## config.mk

```make
export PLATFORM = sky130hd
export DESIGN_NAME = button_dir_ctrl
export DESIGN_NICKNAME = d
export VERILOG_FILES = /design/src/rtl/button_dir_ctrl.sv
export SDC_FILE = /design/constraint.sdc
export NUM_CORES = 1
export LEC_CHECK = 0
export CORE_UTILIZATION = 32
export CTS_BUF_LIST = sky130_fd_sc_hd__clkbuf_2
export CTS_CLUSTER_SIZE = 40
export DETAILED_ROUTE_END_ITERATION = 8
export PLACE_DENSITY = 0.51
export SYNTH_ARGS = -nofsm -noshare
export SYNTH_HDL_FRONTEND = slang
export SYNTH_SLANG_ARGS = --single-unit
```

## constraint.sdc

```tcl
create_clock -name clk -period 1.8 [get_ports clk]
set_clock_uncertainty 0.2 [all_clocks]
set_input_delay 0.18 -clock clk [delete_from_list [all_inputs] [get_ports clk]]
set_output_delay 0.18 -clock clk [all_outputs]
set_load 0.02 [all_outputs]
```

## src/rtl/button_dir_ctrl.sv

```systemverilog
// button_dir_ctrl: synchronizes and debounces the direction button and toggles dir on each press; LONG_PRESS_EN adds a long-hold pulse
module button_dir_ctrl #(
  parameter int unsigned DEBOUNCE_CYCLES = 1_000_000,
  parameter logic        DIR_RESET       = 1'b1,
  parameter int unsigned LONG_CYCLES     = 100_000_000
) (
  input  logic clk,
  input  logic rst_n,
  input  logic btn_in,
  output logic btn_level,
  output logic press_pulse,
  output logic release_pulse,
  output logic dir,
  output logic long_pulse
);
  localparam int CW = $clog2(DEBOUNCE_CYCLES + 1);
  localparam logic [CW-1:0] CNT_LAST = CW'(DEBOUNCE_CYCLES - 1);
  typedef enum logic [1:0] {IDLE_LOW, WAIT_HIGH, IDLE_HIGH, WAIT_LOW} state_t;
  state_t state_q, state_d;
  logic s0_q, s1_q;
  logic [CW-1:0] cnt_q, cnt_d;
  logic level_q, level_d, press_q, press_d, release_q, release_d, dir_q, dir_d, fsm_dir;
  if (DEBOUNCE_CYCLES < 2) begin : g_bad_debounce
    $error("DEBOUNCE_CYCLES must be at least 2");
  end
  if (LONG_CYCLES <= DEBOUNCE_CYCLES) begin : g_bad_long
    $error("LONG_CYCLES must exceed DEBOUNCE_CYCLES");
  end
  always_comb begin
    state_d   = state_q;
    cnt_d     = '0;
    level_d   = level_q;
    press_d   = 1'b0;
    release_d = 1'b0;
    fsm_dir   = dir_q;
    case (state_q)
      IDLE_LOW: if (s1_q) begin
        state_d = WAIT_HIGH;
        cnt_d   = CW'(1);
      end
      WAIT_HIGH: if (!s1_q) state_d = IDLE_LOW;
      else if (cnt_q == CNT_LAST) begin
        state_d = IDLE_HIGH;
        level_d = 1'b1;
        press_d = 1'b1;
        fsm_dir = ~dir_q;
      end else cnt_d = cnt_q + 1'b1;
      IDLE_HIGH: if (!s1_q) begin
        state_d = WAIT_LOW;
        cnt_d   = CW'(1);
      end
      WAIT_LOW: if (s1_q) state_d = IDLE_HIGH;
      else if (cnt_q == CNT_LAST) begin
        state_d   = IDLE_LOW;
        level_d   = 1'b0;
        release_d = 1'b1;
      end else cnt_d = cnt_q + 1'b1;
      default: state_d = IDLE_LOW;
    endcase
  end
  always_ff @(posedge clk) begin
    if (!rst_n) begin
      s0_q      <= 1'b0;
      s1_q      <= 1'b0;
      state_q   <= IDLE_LOW;
      cnt_q     <= '0;
      level_q   <= 1'b0;
      press_q   <= 1'b0;
      release_q <= 1'b0;
      dir_q     <= DIR_RESET;
    end else begin
      s0_q      <= btn_in;
      s1_q      <= s0_q;
      state_q   <= state_d;
      cnt_q     <= cnt_d;
      level_q   <= level_d;
      press_q   <= press_d;
      release_q <= release_d;
      dir_q     <= dir_d;
    end
  end
`ifdef LONG_PRESS_EN
  localparam int HW = $clog2(LONG_CYCLES + 1);
  localparam logic [HW-1:0] HOLD_LAST = HW'(LONG_CYCLES - 1);
  logic [HW-1:0] hold_q, hold_d;
  logic long_q, long_d, held;
  // a release bounce back to IDLE_HIGH keeps counting; hold clears only while the button is released
  assign held = (state_q == IDLE_HIGH) || (state_q == WAIT_LOW);
  always_comb begin
    long_d = held && (hold_q == HOLD_LAST);
    hold_d = !held ? '0 : (hold_q > HOLD_LAST ? hold_q : hold_q + 1'b1);
    dir_d  = long_d ? DIR_RESET : fsm_dir;
  end
  always_ff @(posedge clk) begin
    if (!rst_n) begin
      hold_q <= '0;
      long_q <= 1'b0;
    end else begin
      hold_q <= hold_d;
      long_q <= long_d;
    end
  end
  assign long_pulse = long_q;
`else
  assign dir_d      = fsm_dir;
  assign long_pulse = 1'b0;
`endif
  assign btn_level     = level_q;
  assign press_pulse   = press_q;
  assign release_pulse = release_q;
  assign dir           = dir_q;
endmodule

```

---- Word-level counts from Yosys, hierarchy flattened ----
Cells that the tools add are included.
word-level totals
  register bits ........................... 28
  output and inout bits ................... 5
  logic and storage cells ................. 50
  bits of input ports ..................... 3
cells by class
  bitwise logic cells ..................... 3
  reduce and logical (&&, ||, !) cells .... 7
  add/sub/neg operators ................... 1
  equality and inequality tests ........... 12
  muxes and demuxes ....................... 19
operators by type and width
  operator               count
  $pmux 20 s4            1
  $mux 20                3
  $add 20x1->20 const B  1
  $eq 20x20->1 const B   1
  $mux 2                 6
  $ne 2x2->1 const B     6
  $pmux 2 s4             1
  $mux 1                 7
  $ne 3x3->1 const B     2
  $reduce_and 3->1       2
  $reduce_and 5->1       1
  $eq 2x2->1 const B     2
  $reduce_and 4->1       1
  $not 1->1              3
  $reduce_or 3->1        1
  $eq 2x1->1 const B     1
  $logic_not 2->1        1
  $pmux 1 s2             1
  $reduce_bool 2->1      1

---- Longest topological paths before layout ----
  depth after elaboration ................. 4
  mapped depth ............................ 9
  depth with buffers taken out ............ 5

---- Least setup slack after synthesis ----
Ideal clock, no wire load.
  kind .................................... reg-to-reg
  start ................................... register cnt_q[0]
  end ..................................... register cnt_q[9]
  stages on the path, launching flop included .. 10
  clock period less this slack ............ 2.013 ns
  library setup time ...................... 0.064 ns
  data required time ...................... 1.536 ns
  path buffers ............................ 4
  path slack .............................. -0.213 ns
  data arrival time ....................... 1.749 ns
  cell sequence ........................... dfxtp_1 -> ha_1 -> and4_1 -> buf_6 -> and4_1 -> buf_6 -> a211o_1 -> buf_6 -> buf_8 -> nor2_1
on the way
  cells in the longest elaborated chain, start to end .. 4
  elaborated cells between the ends (all ways) .. 6
  classes of those cells .................. add/sub (1); eq/ne (1); mux (4)
RTL lines
  element                                        RTL line  text
  from (decl)                                    21        logic [CW-1:0] cnt_q, cnt_d;
  from (signal assigned)                         75        cnt_q <= cnt_d;
  $add 20x1->20 or $eq 20x20->1 (tied branches)  n/a
  $mux 20 (*)                                    42, 53
  $mux 20, on equally long branches              52, 41
  $pmux 20 s4 (*)                                36        case (state_q)
Every way passes the cells marked *; elsewhere a longest branch is shown, timed or not.
A chain may end at the register's enable or synchronous reset.

---- Worst setup path in the final report ----
  start ................................... register cnt_q[8]
  end ..................................... register cnt_q[18]
The elaborated chain is that of the path after synthesis.

==> key figures <==
Run status
  • Status: completed

Pwr
  • Final Power: 0.885 mW
  • Maximum VDD drop: 0.315 mV
  • Switching Share: 22.3%
  • Clock power share: 25.9%
  • Internal power: 0.687 mW
  • Sequential group share of total power: 71.2%
  • Pwr dens: 557 nW/um^2
  • Lkg Pwr: 0.578 nW
  • Switching pwr: 0.197 mW
  • Logic pwr share: 2.9%

Floorplan
  • Die area: 4100 um^2
  • Die H: 64.0 um
  • IO Pins: 8
  • Row cnt: 22
  • Effective utilization at floorplan: 33.6%
  • Die Span X: 64.0 um
  • Core ar.: 3660 um^2

STA
  • Final hold violation count: 0
  • Final worst-path cycle share: 98.4%
  • TNS Setup: 0 ns
  • Final slew viol count: 0
  • Unrepaired setup endpoints after global routing: true
  • Final setup violation count: 0
  • Final setup margin: 0.0292 ns
  • FMAX: 0.565 GHz
  • Post-layout min period: 1.77 ns

Synthesis
  • Synth cell types: 28
  • Post-Syn Area: 1230 um^2
  • Number of flops mapped to enable cells by yosys: 0
  • Asr flop ratio synth: 0%
  • Syn. warnings: 0
  • Syn Area/Cell: 9.11 um^2
  • Mapped Cells: 135
  • Synth Register Bits: 28
  • Prevailing post-synth register cell: dfxtp_1
  • Post-synthesis sequential area ratio: 45.6%
  • Syn_nets: 139

Routing
  • DR iter-0 viols: 84
  • First-pass DRT Iterations: 4
  • DR vias: 1038
  • Average routed wire per standard cell: 11.9 um
  • Avg Vias per Cell: 4.85
  • DRC Markers: 0
  • Routed Antenna Nets: 0
  • Post-Route WL: 2550 um

Finish
  • Area Overhead vs Synth: 29.2%
  • Final instance area: 1590 um^2
  • Commonest non-fill, non-tap cell in the layout: buf_4
  • Layout cells sized above 1: 27.7%
  • Fillers: 368
  • # nets final: 171
  • Antenna fix cells: 0
  • Highest-count cells in the layout ignoring fill and taps: 26 x buf_4, 21 x dfxtp_1, 17 x nor2_1, 12 x xor2_1, 8 x nand4_1

Clock network
  • TritonCTS buffer count: 3
  • Clk_lat worst skew: 0.36 ns
  • # hold bufs at CTS: 0
  • CTS Sinks: 28
  • Worst-path clk slew: 0.26 ns
  • Root Buffer: clkbuf_2
  • H-tree levels: 1
  • CTS tree: built
  • Clock Path Buffers: 2

GRT
  • Total track usage: 13.5%
  • Remaining global-route overflow: 0
  • Number of global-route vias before repair: 977
  • Largest net degree at the start of global routing: 16
  • First-pass GRT wire length: 4240 um
  • Initial antenna violation count: 0

Flow run
  • Max_cap viols: 0

Place
  • Area after DPL: 1440 um^2
  • Dpl ws: 0.0116 ns
  • Routability Congestion: 0.796
  • DP HPWL: 1800 um
  • Buffers on Ports: 6

Worst setup path
  • Worst Path Arrival: 1.88 ns
  • WS Path Type: reg2reg
  • CP required: 1.91 ns
  • Kind of end point of the critical path: flop
  • Crit start category: flop
  • CP Max Fanout: 6

Min path
  • Class of the most critical hold timing path: in2reg
==> cells by family after synthesis <==
kind of cell | share of synthesized area (%)
compound gates | 9.87
xor+xnor | 9.26
fa+ha+maj | 1.02
buf+inv | 6.51
flops | 45.6
other cells | 0.305
simple gates | 27.5
==> cell type report <==
class | count | area [um^2] | area share, %
inverters | 5 | 18.8 | 1.18
flip-flops and latches | 28 | 572 | 36.0
clock inverters | 1 | 3.75 | 0.236
multi-input cells | 96 | 648 | 40.8
clock buffers | 3 | 15.0 | 0.945
repair buffers | 33 | 272 | 17.1
well taps | 48 | 60.1 | 3.78
==> registers in the layout, summed over array words and instances (netlist names), named ones only <==
| name | count |
|---|---|
| btn_level | 1 |
| cnt_q | 20 |
| dir | 1 |
| press_pulse | 1 |
| release_pulse | 1 |
| s0_q | 1 |
| s1_q | 1 |
| state_q | 1 |
==> power by group through the flow <==
stage | Sequential [mW] | Clock [mW] | Combinational, mW
3_3_place_gp | 0.643 | 0 | 0.0251
6_report | 0.630 | 0.229 | 0.0256
5_1_grt | 0.632 | 0.273 | 0.0278
4_1_cts | 0.631 | 0.246 | 0.0259
2_1_floorplan | 0.645 | 0 | 0.0121
3_5_place_dp | 0.643 | 0 | 0.0256
==> layer usage <==
metal,up-vias,track usage (%),routed length [um]
met5,-,0,0
met4,0,3.41,14
met3,2,4.29,92
met2,15,22.7,1260
met1,484,16.5,1180
li1,537,-,-
==> cells in the mapped netlist (2+ instances only) <==
| cell | number | share of area, % |
|---|---|---|
| dfxtp_1 | 28 | 46 |
| nor2_1 | 17 | 5.2 |
| xor2_1 | 12 | 8.5 |
| nand3_1 | 8 | 3.3 |
| nand4_1 | 8 | 4.1 |
| a21oi_1 | 7 | 2.8 |
| o21ai_0 | 7 | 2.8 |
| and4_1 | 6 | 4.3 |
| inv_1 | 5 | 1.5 |
| nand2_1 | 5 | 1.5 |
| and2_1 | 4 | 2.0 |
| buf_6 | 3 | 2.7 |
| o31ai_1 | 3 | 1.8 |
| or4_1 | 3 | 1.8 |
| a31oi_1 | 2 | 1.0 |
| and3_1 | 2 | 1.0 |
| nor2b_1 | 2 | 1.0 |
| nor4b_1 | 2 | 1.4 |
| or3_1 | 2 | 1.0 |
==> path summary, 6_finish.rpt <==
check / from / endpoint / slack, ns / cells past startpoint
max: cnt_q[8] / cnt_q[18] / 0.03 / 5
min: btn_in / s0_q / 0.17 / 2
max reg2reg: cnt_q[8] / cnt_q[18] / 0.03 / 5
min reg2reg: s0_q / s1_q / 0.29 / 1
==> metrics by stage <==
step	hold slack [ns]	utilization (%)	std cells
CTS	0.147	41.0	208
global placement	0.217	39.3	201
global route	0.110	43.4	214
floorplan	0.0562	-	135
finish	0.170	43.4	214
detailed placement	0.244	39.3	201
==> repair_timing <==
action / in CTS / in global routing
pin swaps: 1 / 5
setup buffers: 3 / 6
gates resized for setup: 8 / 11
endpoints found under the setup margin: 9 / 23
endpoints found under the hold margin: 0 / 0
==> worst max-delay path, stage by stage (launching register included) <==
cell and delay, ns:
dfxtp_2 0.42, and4_1 0.27, buf_4 0.17, nand2_1 0.11, or4_1 0.42, a21oi_1 0.14
(Power assumes the default switching activity.)
